$ cat config.mk
export PLATFORM = sky130hd
export DESIGN_NAME = product_normalizer
export DESIGN_NICKNAME = d
export VERILOG_FILES = /design/src/rtl/mult_pkg.sv /design/src/rtl/product_normalizer.sv
export SDC_FILE = /design/constraint.sdc
export NUM_CORES = 1
export LEC_CHECK = 0
export CAP_MARGIN = 20
export CORE_MARGIN = 8
export CORE_UTILIZATION = 40
export DETAILED_ROUTE_END_ITERATION = 6
export GPL_TIMING_DRIVEN = 1
export PLACE_DENSITY = 0.7
export SYNTH_ARGS = -nofsm -noshare
export SYNTH_HDL_FRONTEND = slang
export SYNTH_SLANG_ARGS = --single-unit
export TNS_END_PERCENT = 1
$ cat constraint.sdc
create_clock -name clk -period 48.5 [get_ports clk]
set_input_delay 9.7 -clock clk [delete_from_list [all_inputs] [get_ports clk]]
set_output_delay 9.7 -clock clk [all_outputs]
set_load 0.02 [all_outputs]
$ cat src/rtl/mult_pkg.sv
// Shared definitions for the multiplier datapath blocks.
// Holds the product normalizer FSM state encoding.
package mult_pkg;

  typedef enum logic {
    IDLE = 1'b0,
    RUN  = 1'b1
  } state_e;

endpackage

$ cat src/rtl/product_normalizer.sv
// product_normalizer
//   Converts a redundant product (2*NUM_ELEMENTS limbs of BIT_LEN bits, limb i
//   weighted 2^(i*WORD_LEN)) into canonical WORD_LEN-bit words, streamed least
//   significant first, by rippling a carry through one limb per handshake.
//
//   state | meaning
//   IDLE  | ready for a new product, no output
//   RUN   | emitting word idx, product registers frozen against M
//
// Ports
//   clk          clock, rising edge
//   rst_n        synchronous active-low reset
//   in_valid     product present on M
//   in_ready     product accepted this cycle
//   M            redundant product limbs
//   out_valid    out_word valid
//   out_ready    downstream accepts out_word
//   out_word     canonical word
//   out_last     final word of the product
//   out_overflow residual carry beyond the top word is non-zero (with out_last)
module product_normalizer
  import mult_pkg::*;
#(
  parameter int NUM_ELEMENTS = 17,
  parameter int BIT_LEN      = 17,
  parameter int WORD_LEN     = 16
) (
  input  logic                clk,
  input  logic                rst_n,
  input  logic                in_valid,
  output logic                in_ready,
  input  logic [BIT_LEN-1:0]  M [2*NUM_ELEMENTS],
  output logic                out_valid,
  input  logic                out_ready,
  output logic [WORD_LEN-1:0] out_word,
  output logic                out_last,
  output logic                out_overflow
);

  localparam int NUM_LIMBS = 2 * NUM_ELEMENTS;
  localparam int IDX_W     = $clog2(NUM_LIMBS);
  localparam int SUM_W     = BIT_LEN + 1;
  localparam int CARRY_W   = BIT_LEN - WORD_LEN + 1;
  localparam logic [IDX_W-1:0] LAST_IDX = IDX_W'(NUM_LIMBS - 1);

  if (BIT_LEN <= WORD_LEN) begin : g_param_check
    $error("product_normalizer: BIT_LEN must exceed WORD_LEN");
  end

  state_e               state_q, state_d;
  logic [IDX_W-1:0]     idx_q, idx_d;
  logic [CARRY_W-1:0]   carry_q, carry_d;
  logic [BIT_LEN-1:0]   limb_q [NUM_LIMBS];
  logic                 load;
  logic [SUM_W-1:0]     sum;
  logic                 run;
  logic                 last;

  assign run  = (state_q == RUN);
  assign last = run && (idx_q == LAST_IDX);
  assign sum  = SUM_W'(limb_q[idx_q]) + SUM_W'(carry_q);

  // in_ready is held low while reset is applied, not just after the reset edge.
  assign in_ready     = rst_n && (state_q == IDLE);
  assign out_valid    = run;
  assign out_word     = run ? sum[WORD_LEN-1:0] : '0;
  assign out_last     = last;
  assign out_overflow = last && (sum[SUM_W-1:WORD_LEN] != '0);

  always_comb begin
    state_d = state_q;
    idx_d   = idx_q;
    carry_d = carry_q;
    load    = 1'b0;
    case (state_q)
      IDLE: begin
        if (in_valid) begin
          load    = 1'b1;
          idx_d   = '0;
          carry_d = '0;
          state_d = RUN;
        end
      end
      RUN: begin
        if (out_ready) begin
          carry_d = sum[SUM_W-1:WORD_LEN];
          // idx stops at the top limb; leaving RUN makes wrap impossible.
          if (last) state_d = IDLE;
          else      idx_d   = idx_q + 1'b1;
        end
      end
      default: state_d = IDLE;
    endcase
  end

  always_ff @(posedge clk) begin
    if (!rst_n) begin
      state_q <= IDLE;
      idx_q   <= '0;
      carry_q <= '0;
      for (int i = 0; i < NUM_LIMBS; i++) limb_q[i] <= '0;
    end else begin
      state_q <= state_d;
      idx_q   <= idx_d;
      carry_q <= carry_d;
      if (load) begin
        for (int i = 0; i < NUM_LIMBS; i++) limb_q[i] <= M[i];
      end
    end
  end

endmodule

==> qor.yml, run 1 <==
status: "complete, no violations"
worstSetupPathDepth: 3
synthTopCellsByArea: "edfxtp_1 (63%), and2_1 (13%), mux4_2 (5.5%), mux2i_1 (4.9%), mux4_1 (1.2%)"
synth_area_leader_cell: "edfxtp_1"
power_per_cell_area_nw_per_um2: 33.7
max_stage_delay_ps: 660
gp_congestion: 0.897
clockRootBuffer: "clkbuf_16"
synth_cell_types: 69
fin_skew_ps: 18.6
power_mw: 1.22
holdWs_ps: 499
min_period_ps: 20890
rows: 96
grt_pass1_vias: 18400
required_ps: 38800
startpoint_type: "input port"
arrival_ps: 11190
clk_pin_slew_worst_paths_ps: 50
cts_tree: "done"
reg2regPathDepth: 11
grt_max_degree: 192
synth_area_per_cell_sq_um: 15.0
grt_usage: 0.205
routed_wl_um: 81900
fp.dieH_um: 279
drive_above_1_share: 0.0902
area_delta_synth_final_pct: 31.1
fin_crit_sh: 0.431
crit_path_max_fanout: 7
seqPwrFrac: 0.504
crit_start: "rst_n"
boundaryPins: 602
reg2reg_to: "carry_q[0]"
design.die.area_sq_um: 77600
power_frac_clock: 0.388
fin_setup_tns_ps: 0
path_class: "input port to output pin"
dieWidth_um: 279
power.switching_mw: 0.271
portBuffers: 601
ys_ff_latch: 593
endpoint_kind: "output pin"
endpoint: "in_ready"
critPathSlowestCell: "clkdlybuf4s50_1"
hpwl_um: 60600
syn-num-nets: 2430
viasPerCell: 5.14
wl_per_cell_um: 24.5
core_sq_um: 68500
clockBufferDepth: 3
syn_area_sq_um: 27600
p_comb_frac: 0.108
swShare: 0.222
postCtsHoldBufs: 0
fin_cells: 3339
grt_pass1_wl_um: 119000
rsz0062_at_grt: "no"
ys_seq_area_frac: 0.640
holdCritStartpoint: "carry_q[1]"
hold_viol: 0
grt-ovfl-total: 0
maxCapViolations: 0
fmax_ghz: 0.0479
start_util: 0.403
p_int_mw: 0.947
synth_ff_type: "edfxtp_1"
drc: 0
path_buf_inv: 2
antenna_found_initial: 10
dr.pass1.iters: 7
dp_cells: 3216
cts_setup_buffers: 0
htreeDepth: 3
slew_headroom: 0.306
final_max_slew_viol_count: 0
final_cell_mix: "clkdlybuf4s50_1 (601), and2_1 (584), edfxtp_1 (578)"
final_common_cell: "clkdlybuf4s50_1"
ys_async_sr_fraction: 0
path_cells: "clkdlybuf4s50_1, nor2b_1, clkdlybuf4s50_1"
p_leak_nw: 13.0
cts.sinks: 593
post_cts_resized: 0
worstMarginPinSlew_ps: 1040
setup_viol: 0
cpMostUsedCell: "clkdlybuf4s50_1"
cts_made_buffers: 66
crit_family: "buffers and inverters"
hold_class: "flop to flop"
yosysWarnings: 0
synth_edf_count: 578
hold_depth: 2
fin_ws_ps: 27610
vdd_drop_max_v: 0.0000217
vias: 17200
syn_inst: 1843
nets: 2989
clkLatencyLatePin_ps: 600
synth_top_area_share: 0.629
reg2reg_setup_slack_ps: 42800
final_antenna_net_count: 0
num-fill-cells: 5612
drt_iter0_markers: 1387
place_ws_ps: 27630
kinds of logic after synthesis:
family,Yosys count,share of synthesized area
adders and majority gates,5,0.00254
and+or+nand+nor,724,0.160
xor gates and xnor gates,7,0.00222
buffers and inverters,137,0.0290
DFF,593,0.640
muxes,234,0.124
AOI/OAI and AO/OA,143,0.0427
per-layer routing:
layer / track usage / wire [um]
met5: 0 / 41
met4: 0.0539 / 1650
met3: 0.0437 / 4860
met2: 0.363 / 42300
met1: 0.252 / 33100
cells in the mapped netlist, types with 5 or more instances:
| master | number |
|---|---|
| a21oi_1 | 13 |
| a221oi_1 | 19 |
| a221oi_2 | 11 |
| a22o_1 | 28 |
| a22oi_1 | 7 |
| and2_1 | 584 |
| buf_1 | 5 |
| buf_12 | 8 |
| buf_2 | 16 |
| buf_4 | 11 |
| buf_6 | 5 |
| buf_8 | 5 |
| clkbuf_1 | 81 |
| dfxtp_1 | 15 |
| edfxtp_1 | 578 |
| inv_1 | 6 |
| mux2_2 | 19 |
| mux2i_1 | 134 |
| mux4_1 | 13 |
| mux4_2 | 67 |
| nand2_1 | 38 |
| nand2b_1 | 8 |
| nand3_1 | 23 |
| nand4_1 | 7 |
| nor2_1 | 22 |
| nor2b_1 | 17 |
| o21ai_0 | 8 |
| o22ai_1 | 18 |
| o31a_1 | 6 |
| xor2_1 | 6 |
area by class of cell:
class | instances | area, sq um | share of cell area
Tap cell | 882 | 1100 | 0.0305
Sequential cell | 593 | 17700 | 0.489
Clock inverter | 32 | 243 | 0.00671
Inverter | 6 | 22.5 | 0.000623
Antenna cell | 6 | 15.0 | 0.000415
Clock buffer | 85 | 1770 | 0.0488
Multi-Input combinational cell | 1113 | 9160 | 0.253
Timing Repair Buffer | 622 | 6190 | 0.171
registers in the layout, summed over array words and instances, names as in the netlist, named ones only:
register,count
idx_q,6
out_valid,1
carry_q,2
limb_q,578
worst reg2reg max path, delay by kind of cell, from the launching register on:
kind	cells	cell delay [ps]
AO/OA/AOI/OAI	5	1440
buffers and inverters	3	2240
flip-flops	1	670
multiplexers	1	210
AND/OR/NAND/NOR	2	1020
metrics by stage:
| stage | utilization | instance area, sq um |
|---|---|---|
| after floorplan | - | 27600 |
| after global placement | 0.499 | 34100 |
| after detailed placement | 0.499 | 34100 |
| after CTS | 0.528 | 36200 |
| after global routing | 0.528 | 36200 |
| final | 0.528 | 36200 |
worst min path at each step:
stage                     slack [ps]    endpoint
final                            500  carry_q[1]
after global routing             530  carry_q[1]
after floorplan                  470  carry_q[1]
after detailed placement         500  carry_q[1]
after global placement           490  carry_q[1]
after CTS                        500  carry_q[1]
power by group through the flow:
stage | registers (mW) | logic, mW | clock network, mW
3_5_place_dp | 0.625 | 0.132 | 0
4_1_cts | 0.614 | 0.133 | 0.482
6_report | 0.614 | 0.131 | 0.472
2_1_floorplan | 0.639 | 0.0626 | 0
3_3_place_gp | 0.623 | 0.131 | 0
5_1_grt | 0.617 | 0.140 | 0.501
Note: power is estimated with default switching activity, not from simulation.
==> inputs of run 2 (changes only) <==
- clock period: 48.5 -> 19.83 ns (I/O delays scaled with it)
==> run 2 against run 1 <==
Worst hold slack better by 20 ps; sequential power rose by 150%; sequential share of layout area down 0.25 points.
==> qor.yml, run 2 (same netlist as run 1, synthesis figures left out) <==
drive_above_1_share: 0.0941
clk_pin_slew_worst_paths_ps: 60
clockBufferDepth: 3
path_class: "flop to output pin"
fmax_ghz: 0.0965
vias: 17300
drt_iter0_markers: 1349
core_sq_um: 68500
critPathSlowestCell: "buf_4"
final_cell_mix: "clkdlybuf4s50_1 (601), and2_1 (584), edfxtp_1 (578)"
arrival_ps: 6390
power_frac_clock: 0.401
fin_setup_tns_ps: 0
portBuffers: 601
dr.pass1.iters: 6
cts_setup_buffers: 0
p_leak_nw: 13.1
power.switching_mw: 0.674
hold_viol: 0
place_ws_ps: 10160
fin_ws_ps: 9470
path_buf_inv: 3
startpoint_type: "flop"
gp_congestion: 0.865
final_common_cell: "clkdlybuf4s50_1"
worstSetupPathDepth: 11
power_per_cell_area_nw_per_um2: 84.2
antenna_found_initial: 14
clockRootBuffer: "clkbuf_16"
p_int_mw: 2.39
max_stage_delay_ps: 880
start_util: 0.403
grt-ovfl-total: 0
htreeDepth: 3
post_cts_resized: 0
vdd_drop_max_v: 0.0000481
p_comb_frac: 0.107
regMostFlops: "limb_q"
hpwl_um: 64200
crit_family: "buffers and inverters"
holdWs_ps: 519
drc: 0
cpMostUsedCell: "buf_4"
cts_tree: "done"
dieWidth_um: 279
worstMarginPinSlew_ps: 1110
endpoint_kind: "output pin"
power_mw: 3.06
nets: 2991
status: "complete, no violations"
rows: 96
fp.dieH_um: 279
maxCapViolations: 0
grt_max_degree: 142
wl_per_cell_um: 25.6
largestRegisters: "limb_q: 578 flops, idx_q: 6 flops, carry_q: 2 flops"
crit_path_max_fanout: 58
boundaryPins: 602
fin_cells: 3341
postCtsHoldBufs: 0
fin_skew_ps: 20.2
fin_crit_sh: 0.522
endpoint: "out_overflow"
required_ps: 15860
final_max_slew_viol_count: 0
clkLatencyLatePin_ps: 590
grt_pass1_wl_um: 123000
viasPerCell: 5.19
reg2reg_setup_slack_ps: 14710
cts.sinks: 593
reg2reg_to: "carry_q[0]"
setup_viol: 0
dp_cells: 3216
reg2regPathDepth: 10
routed_wl_um: 85600
design.die.area_sq_um: 77600
area_delta_synth_final_pct: 31.8
cts_made_buffers: 66
holdCritStartpoint: "carry_q[1]"
hold_class: "flop to flop"
min_period_ps: 10360
swShare: 0.220
rsz0062_at_grt: "no"
grt_usage: 0.214
slew_headroom: 0.258
final_antenna_net_count: 0
largest_register_ffs: 578
seqPwrFrac: 0.492
grt_pass1_vias: 18600
path_cells: "buf_4, buf_4, mux2i_1, a22o_1, a221oi_1, o22ai_1, o31a_1, nor4_4, a41oi_1, a211oi_2, clkdlybuf4s50_1"
-- run 2: cell types whose count changed in the layout (fill, tap and decap cells not counted), sizes merged --
| cell | previous run | this run |
|---|---|---|
| clkinv | 24 | 19 |
| buf | 21 | 23 |
| inv | 12 | 11 |
| clkbuf | 85 | 88 |
| diode | 6 | 5 |
| bufinv | 2 | 6 |
-- run 2: area by class of cell --
| cell class | count | area [sq um] |
|---|---|---|
| fill | 5530 | 32100 |
| sequential | 593 | 17700 |
| multi-input combinational | 1113 | 9160 |
| timing repair buffer | 624 | 6220 |
| clock buffer | 88 | 1820 |
| tap | 882 | 1100 |
| clock inverter | 30 | 344 |
| inverter | 6 | 22.5 |
| antenna | 5 | 12.5 |
-- run 2: how the worst min path moves through the flow --
stage | to | slack, ps | cells past startpoint
after floorplan | carry_q[1] | 470 | 2
after global placement | carry_q[1] | 500 | 2
after detailed placement | carry_q[1] | 500 | 2
after CTS | carry_q[1] | 510 | 2
after global routing | carry_q[1] | 550 | 2
final | carry_q[1] | 520 | 2
-- run 2: tightest hold or removal path, stage by stage (launching register included) --
cell,delay [ps]
dfxtp_1,350
nand2_1,70
o21ai_1,60
-- run 2: power groups by stage --
stage | logic (mW) | clock network [mW] | registers [mW]
final | 0.327 | 1.23 | 1.51
after global routing | 0.349 | 1.30 | 1.51
after CTS | 0.330 | 1.25 | 1.51
after detailed placement | 0.328 | 0 | 1.53
after global placement | 0.326 | 0 | 1.53
after floorplan | 0.153 | 0 | 1.56
-- run 2: routing by layer --
metal | track usage | part of all wire
met1 | 0.259 | 0.39
met2 | 0.374 | 0.51
met3 | 0.0521 | 0.072
met4 | 0.0679 | 0.028
met5 | 0 | 0.00076
-- run 2: metrics by stage --
stage                util  area, sq um
finish              0.531        36400
global route        0.531        36400
CTS                 0.530        36300
detailed placement  0.499        34100
global placement    0.499        34100
floorplan               -        27600
